### src/rtl/ovi_load_emitter.sv
// ovi_load_emitter
//
// OVI-side transmitter for the VPU load-data path. It takes one unit-stride load
// request at a time and packs the 64-bit words returned by the core LSU into 512-bit
// OVI load lines. Each line is tagged with a sequence id, and the load ends with a
// memop sync_end pulse.
//
// Ports
//   clk, rst            clock, synchronous active-high reset
//   req_*               load request handshake and attributes (sb_id, vd, sew, vl)
//   word_*              LSU return word handshake; elements packed little-endian from bit 0
//   kill                abort the load in flight
//   load_*              registered OVI load beat (data, seq_id, valid); mask tied off
//   memop_*             registered end-of-load pulse and the sb_id it belongs to
//
// Timing: the load_* and memop_* registers are loaded from the state that owns them,
// EMIT or SYNC. The beat and the sync pulse are therefore visible in the cycle after
// that state. kill and rst, when sampled during that state, stop the pulse.

module ovi_load_emitter #(
    parameter int unsigned MEMDATA_W = 512,
    parameter int unsigned WORD_W    = 64,
    parameter int unsigned SBID_W    = 5,
    parameter int unsigned VL_W      = 15
) (
    input  logic                 clk,
    input  logic                 rst,

    input  logic                 req_valid,
    output logic                 req_ready,
    input  logic [SBID_W-1:0]    req_sb_id,
    input  logic [4:0]           req_vd,
    input  logic [1:0]           req_sew,
    input  logic [VL_W-1:0]      req_vl,

    input  logic                 word_valid,
    output logic                 word_ready,
    input  logic [WORD_W-1:0]    word_data,

    input  logic                 kill,

    output logic                 load_valid,
    output logic [MEMDATA_W-1:0] load_data,
    output logic [33:0]          load_seq_id,
    output logic [63:0]          load_mask,
    output logic                 load_mask_valid,

    output logic                 memop_sync_end,
    output logic [SBID_W-1:0]    memop_sb_id,
    output logic [14:0]          memop_vstart_vlfof
);

    // Number of LSU words in one OVI line. This is 8 for the 512/64 configuration.
    localparam int unsigned NumWords = MEMDATA_W / WORD_W;
    localparam int unsigned WIdxW    = $clog2(NumWords);

    typedef enum logic [1:0] {
        StIdle,
        StFill,
        StEmit,
        StSync
    } state_e;

    state_e               state_q;
    logic [SBID_W-1:0]    sb_id_q;
    logic [4:0]           vd_q;
    logic [1:0]           sew_q;
    logic [VL_W-1:0]      vl_q;
    logic [10:0]          el_id_q;   // first element of the line being filled
    logic [4:0]           beat_q;    // beat index; v_reg = vd + beat wraps mod 32
    logic [WIdxW:0]       wcnt_q;    // words accepted into the current line
    logic [MEMDATA_W-1:0] line_q;

    // Per-line derived quantities
    logic [VL_W-1:0] el_id_w;
    logic [VL_W-1:0] rem;
    logic [VL_W-1:0] el_next;
    logic [6:0]      epl;       // elements per line
    logic [3:0]      epw;       // elements per word
    logic [6:0]      n_el;      // elements carried by this line
    logic [7:0]      wsum;
    logic [WIdxW:0]  wneed;     // words needed to cover n_el elements
    logic [WIdxW:0]  wcnt_inc;
    logic [4:0]      v_reg;

    always_comb begin
        el_id_w  = VL_W'(el_id_q);
        rem      = vl_q - el_id_w;
        epl      = 7'd64 >> sew_q;
        epw      = 4'd8 >> sew_q;
        // rem is below epl (at most 64) in the first branch, so rem fits in 7 bits.
        n_el     = (rem < VL_W'(epl)) ? rem[6:0] : epl;
        // ceil(n_el / epw); epw is a power of two: 2^(3-sew)
        wsum     = 8'(n_el) + 8'(epw) - 8'd1;
        wneed    = (WIdxW + 1)'(wsum >> (2'd3 - sew_q));
        el_next  = el_id_w + VL_W'(n_el);
        wcnt_inc = wcnt_q + 1'b1;
        v_reg    = vd_q + beat_q;
    end

    // The handshakes depend only on state, so the LSU can always hold a word stable
    // until it is taken.
    assign req_ready  = (state_q == StIdle);
    assign word_ready = (state_q == StFill);

    assign load_mask          = '0;
    assign load_mask_valid    = 1'b0;
    assign memop_vstart_vlfof = '0;

    always_ff @(posedge clk) begin
        if (rst) begin
            state_q        <= StIdle;
            sb_id_q        <= '0;
            vd_q           <= '0;
            sew_q          <= '0;
            vl_q           <= '0;
            el_id_q        <= '0;
            beat_q         <= '0;
            wcnt_q         <= '0;
            line_q         <= '0;
            load_valid     <= 1'b0;
            load_data      <= '0;
            load_seq_id    <= '0;
            memop_sync_end <= 1'b0;
            memop_sb_id    <= '0;
        end else begin
            // These two are single-cycle pulses.
            load_valid     <= 1'b0;
            memop_sync_end <= 1'b0;

            unique case (state_q)
                StIdle: begin
                    // kill has no effect here; a request in the same cycle still wins.
                    if (req_valid) begin
                        sb_id_q <= req_sb_id;
                        vd_q    <= req_vd;
                        sew_q   <= req_sew;
                        vl_q    <= req_vl;
                        el_id_q <= '0;
                        beat_q  <= '0;
                        wcnt_q  <= '0;
                        line_q  <= '0;
                        state_q <= (req_vl == '0) ? StSync : StFill;
                    end
                end

                StFill: begin
                    if (kill) begin
                        line_q  <= '0;
                        wcnt_q  <= '0;
                        state_q <= StIdle;
                    end else if (word_valid) begin
                        line_q[{wcnt_q[WIdxW-1:0], 6'b0} +: WORD_W] <= word_data;
                        wcnt_q <= wcnt_inc;
                        if (wcnt_inc == wneed) begin
                            state_q <= StEmit;
                        end
                    end
                end

                StEmit: begin
                    if (kill) begin
                        // Sampled ahead of the output register, so the beat never leaves.
                        line_q  <= '0;
                        wcnt_q  <= '0;
                        state_q <= StIdle;
                    end else begin
                        load_valid  <= 1'b1;
                        load_data   <= line_q;
                        load_seq_id <= {sb_id_q, n_el, 6'd0, el_id_q, v_reg};
                        el_id_q     <= el_next[10:0];
                        beat_q      <= beat_q + 5'd1;
                        wcnt_q      <= '0;
                        line_q      <= '0;
                        state_q     <= (el_next == vl_q) ? StSync : StFill;
                    end
                end

                StSync: begin
                    state_q <= StIdle;
                    if (!kill) begin
                        memop_sync_end <= 1'b1;
                        memop_sb_id    <= sb_id_q;
                    end
                end

                default: begin
                    state_q <= StIdle;
                end
            endcase
        end
    end

endmodule
### config.mk
export PLATFORM = sky130hd
export DESIGN_NAME = ovi_load_emitter
export DESIGN_NICKNAME = d
export VERILOG_FILES = /design/src/rtl/ovi_load_emitter.sv
export SDC_FILE = /design/constraint.sdc
export NUM_CORES = 2
export LEC_CHECK = 0
export BUFFER_PORTS_ARGS = -buffer_cell sky130_fd_sc_hd__buf_2
export CAP_MARGIN = 20
export CORE_AREA = 2 2 282 284
export CTS_CLUSTER_DIAMETER = 100
export DETAILED_ROUTE_END_ITERATION = 8
export DIE_AREA = 0 0 284 286
export GPL_TIMING_DRIVEN = 0
export PLACE_DENSITY = 0.75
export SYNTH_ARGS = -nofsm -noshare
export SYNTH_HDL_FRONTEND = slang
export SYNTH_SLANG_ARGS = --single-unit
### constraint.sdc
create_clock -name clk -period 7.1 [get_ports clk]
set_input_delay 1.065 -clock clk [delete_from_list [all_inputs] [get_ports clk]]
set_output_delay 1.065 -clock clk [all_outputs]
set_load 0.01 [all_outputs]
Yosys cells after proc, flatten, opt, wreduce, memory -nomap -nowiden
Cells that the tools add are included.
- output and inout port bits: 635
- input port bits: 96
- register bits: 1108
- word-level logic and storage cells: 78
- magnitude comparators: 1
- bitwise operators: 3
- muxes and demuxes: 25
- add/sub/neg operators: 9
- equality and inequality tests: 9
- shifts and indexed selects: 5
- reduce and logical (&&, ||, !) cells: 12
- operators by type and width (operator ; count):
    $mux 512 ; 3
    $pmux 512 s3 ; 1
    $bwmux 512 ; 1
    $shift 64x11->512 const A ; 1
    $shiftx 64x11->512 ; 1
    $mux 11 ; 2
    $pmux 11 s2 ; 1
    $eq 12x15->1 ; 1
    $logic_not 15->1 ; 1
    $lt 15x7->1 ; 1
    $sub 15x11->15 ; 1
    $mux 2 ; 7
    $add 11x7->12 ; 1
    $mux 4 ; 3
    $pmux 4 s3 ; 1
    $neg 9->11 ; 1
    $mux 5 ; 2
    $pmux 5 s2 ; 1
    $reduce_and 3->1 ; 3
    $add 7x4->8 ; 1
    $pmux 2 s4 ; 1
    $shr 8x2->4 ; 1
    $sub 8x1->8 const B ; 1
    $mux 7 ; 1
    other kinds (19) ; 26

Depth between registers and ports, before layout
- word-level depth: 11
- gate-level depth with buffers: 30

Worst setup path before layout
Ideal clock, no wire load.
- kind: reg-to-reg
- start: register el_id_q[0]
- end: register state_q[1]
- cell stages (with the launch flop): 29
- data arrival time: 6175 ps
- required time: 7040 ps
- path slack: 865 ps
- period minus slack after synthesis: 6235 ps
- setup time: 60 ps
- path buffers: 1
- cell sequence: dfxtp_1 -> ha_1 -> inv_1 -> fa_1 -> a21o_1 -> a221oi_1 -> xnor2_1 -> ha_1 -> a211oi_1 -> nand2_1 -> a21oi_1 -> nand4_1 -> nor3_1 -> clkbuf_1 -> nand2_1 -> ha_1 -> inv_1 -> ha_1 -> fa_1 -> a21o_1 -> a21oi_1 -> xnor2_1 -> mux4_2 -> xnor2_1 -> or4_1 -> nor4_1 -> a211oi_1 -> nand3_2 -> and3_1
- word-level cells in the longest chain between the ends: 9
- ends and longest elaborated chain (item ; line ; text):
    from (decl) ; 69 ; logic [10:0] el_id_q;
    from (signal assigned) ; 171 ; el_id_q <= el_next[10:0];
    $sub 15x11->15 ; 88 ; rem = vl_q - el_id_w;
    $lt 15x7->1 ; 92 ; n_el = (rem < VL_W'(epl)) ? rem[6:0] : epl;
    $mux 7 ; 92 ;
    $add 7x4->8 ; 94 ; wsum = 8'(n_el) + 8'(epw) - 8'd1;
    $sub 8x1->8 ; 94 ;
    $shr 8x2->4 ; 95 ; wneed = (WIdxW + 1)'(wsum >> (2'd3 - sew_q));
    $eq 4x4->1 ; 155 ; if (wcnt_inc == wneed) begin
    $ne 3x1->1 (no source line) ; -- ;
    $reduce_and 3->1 (no source line) ; -- ;
    to (signal assigned) ; 151 ; state_q <= StIdle;
    to (signal assigned) ; 156 ; state_q <= StEmit;
    to (signal assigned) ; 166 ; state_q <= StIdle;
    to (decl) ; 64 ; state_e state_q;
Several ways; a longest one is shown, not always the timed one.
A chain may end at the register's enable or synchronous reset.

Final worst setup path
- start: register el_id_q[1]
- end: register state_q[1]
The elaborated chain is that of the path after synthesis.

==> results.cfg <==
[timing]
fin_crit_ns = 6.77
grt_setup_unrepaired = false
worst_pin_slew_ns = 1.30
slew-limit-headroom = 0.135
fmax_ghz = 0.148
setup_tns_ns = 0
period_share = 0.953
finalWorstSetupSlack_ns = 0.334
setup_viol = 0
drv_slew = 0
final.setup_skew_ns = 0.0423
final_hold_viol_count = 0

[yosys]
postSynthCellCount = 4763
async_reset_ff_frac = 0
synth_seq_cells = 1108
netlist.area_leader.share = 0.552
seq_area_frac_synth = 0.552
ys_top_cells_by_count = nand2_1, dfxtp_1, a21oi_1
ys_top_cells_by_area = dfxtp_1, nand2_1, a22oi_1
ys.flop_type = dfxtp_1
netlist_area_um2 = 40200
ys_types = 61
synth_area_leader_cell = dfxtp_1
yosysWarnings = 0
synth_edf_count = 0
synth.most_common_cell = nand2_1
syn_area_per_cell_um2 = 8.44

[global_routing]
grt_pass1_vias = 35300
grt_pass1_wl_um = 228000
grt.total_usage = 0.376
antenna_found_initial = 9
grt_max_degree = 17
overflow = 0

[drt]
wl_um = 160000
detail_route.iter0.violations = 3916
final_antenna_net_count = 0
dr.pass1.iters = 6
detail_route.wl_per_cell_um = 23.8
via_per_inst = 5.74
drc = 0
vias = 38600

[clock_tree]
clkSinkCount = 1108
root_buffer = clkbuf_16
clock_latency_ns = 0.70
clk_path_buf_depth = 3
htree_levels = 3
cts_tree = built
clk_pin_slew_worst_paths_ns = 0.07
numCtsBuffers = 109

[placed_design]
gp_congestion = 0.968
place_hpwl_um = 120000
port_buffers = 597
dpl_worst_slack_ns = -0.327
placedCellCount = 6516

[power]
vdd_ir_drop_max_v = 0.000208
powerDensity_nw_per_um2 = 272
p_leak_nw = 19.3

[die]
core_um2 = 78400
start_util = 0.513
ios = 731
die_h_um = 286
rows = 103
die_x_um = 284
dieArea_um2 = 81200

[finish]
stdcell_count = 6723
layout.nets = 5719
register_area_um2 = 22200
drive_gt1_frac = 0.162
area_delta_synth_final_pct = 22.1
fillCellCount = 6944
multi_input_area_um2 = 16000
finalCoreUtilization = 0.626

[setup_path]
worst-path-max-fanout = 10
cp.buffers_inverters = 3
crit_required_ns = 7.72
end_kind = register
critPathMaxStageDelay_ns = 0.55
cp-start-kind = register
cpMaxStageDelayCell = or4_1
path_delay_family = simple AND/OR/NAND/NOR gates
cp_common_cell = ha_1
worst_ep_arrival_time_ns = 7.39
crit_type = reg2reg

[outcome]
status = complete, no violations

[flow_run]
cap_viol_max_count = 0

[hold_path]
hold_class = reg2reg
==> worst register-to-register path: stages (launching register included) <==
cell      delay (ns)
dfxtp_1         0.49
inv_1           0.13
fa_1            0.45
a21o_1          0.24
a221oi_4        0.32
xnor2_2         0.20
ha_1            0.31
a211oi_1        0.20
nand2_1         0.14
a21oi_1         0.15
nand4_1         0.17
nor3_2          0.24
buf_4           0.24
nand2_1         0.13
ha_1            0.30
inv_1           0.04
ha_1            0.21
fa_1            0.46
a21o_1          0.20
a21oi_1         0.19
xnor2_1         0.10
mux4_2          0.48
xnor2_1         0.14
or4_1           0.55
nor4_2          0.28
a211oi_1        0.08
nand3_2         0.12
and3_1          0.14
==> kinds of logic (layout without fill, tap and decap cells) <==
logic type      count (synthesis)  in the layout  synth area share
compound gates               1188           1188             0.185
xor+xnor                       38             38           0.00897
fa+ha+maj                      43             43            0.0141
buf+inv                       552           1373            0.0598
flops                        1108           1108             0.552
mux                            13             13           0.00405
other cells                     1             90         0.0000933
simple gates                 1820           1820             0.176
==> routing by layer <==
metal  global-route usage  up-vias  share of wire
li1                     -    17500              -
met1                0.462    18500           0.38
met2                0.600     2189           0.45
met3                0.105      445           0.11
met4                0.200        6          0.057
met5                    0        -        0.00024
==> placed cells by master, fill, tap and decap left out, types with 16 or more instances in the layout <==
| cell type | instances |
|---|---|
| clkinv_2 | 16 |
| buf_4 | 90 |
| nand2_1 | 1146 |
| inv_1 | 37 |
| dfxtp_1 | 1107 |
| xnor2_1 | 22 |
| ha_1 | 39 |
| a22oi_1 | 520 |
| conb_1 | 86 |
| buf_2 | 597 |
| and3_1 | 23 |
| clkbuf_16 | 109 |
| clkbuf_1 | 434 |
| nor2_1 | 576 |
| a21oi_1 | 592 |
| clkbuf_8 | 18 |
==> flip-flops by register name (all words and copies together) (netlist names) <==
signal	flops
load_seq_id	28
sb_id_q	5
line_q	512
el_id_q	11
sew_q	2
wcnt_q	4
vd_q	5
memop_sync_end	1
load_valid	1
memop_sb_id	5
state_q	2
vl_q	15
beat_q	5
load_data	512
==> what timing repair did <==
item                                    4_1_cts  5_1_grt
pin swaps                                     0        2
hold buffers                                  0        0
setup buffers                                 0        1
gates cloned                                  0        0
hold endpoints to repair                      0        0
resized for setup                             4        9
endpoints found under the setup margin        2        2
==> stage by stage <==
stage               power, W  hold WS [ns]  area [um^2]
floorplan            0.00693         0.432        40500
global placement     0.00729         0.436        44800
detailed placement   0.00732         0.442        45200
CTS                   0.0133         0.433        49000
global route          0.0137         0.452        49100
finish                0.0134         0.419        49100
==> area by class of cell <==
| cell class | instances | area share |
|---|---|---|
| clock buffers | 152 | 0.0626 |
| repair buffers | 621 | 0.0678 |
| inverters | 37 | 0.00283 |
| plain buffers | 515 | 0.0463 |
| well taps | 1050 | 0.0268 |
| clock inverters | 48 | 0.0148 |
| diodes | 4 | 0.000204 |
| flip-flops and latches | 1108 | 0.452 |
| multi-input cells | 3188 | 0.327 |
==> path summary, 6_finish.rpt <==
check	end	startpoint	slack (ns)	cells after the start
max	state_q[1]$_SDFFE_PP0P_	el_id_q[1]$_SDFFE_PP0P_	0.33	27
min	load_data[258]$_SDFFE_PP0P_	line_q[258]$_SDFFE_PP0P_	0.42	2
max reg2reg	state_q[1]$_SDFFE_PP0P_	el_id_q[1]$_SDFFE_PP0P_	0.33	27
min reg2reg	load_data[258]$_SDFFE_PP0P_	line_q[258]$_SDFFE_PP0P_	0.42	2
==> where the power goes <==
group	total, W	internal, W	switching [W]	leakage (nW)
combinational	0.000969	0.000233	0.000737	8.48
clock	0.00613	0.00355	0.00258	1.85
sequential	0.00626	0.00624	0.0000201	8.93
total	0.0134	0.0100	0.00334	19.3
(Power assumes the default switching activity.)
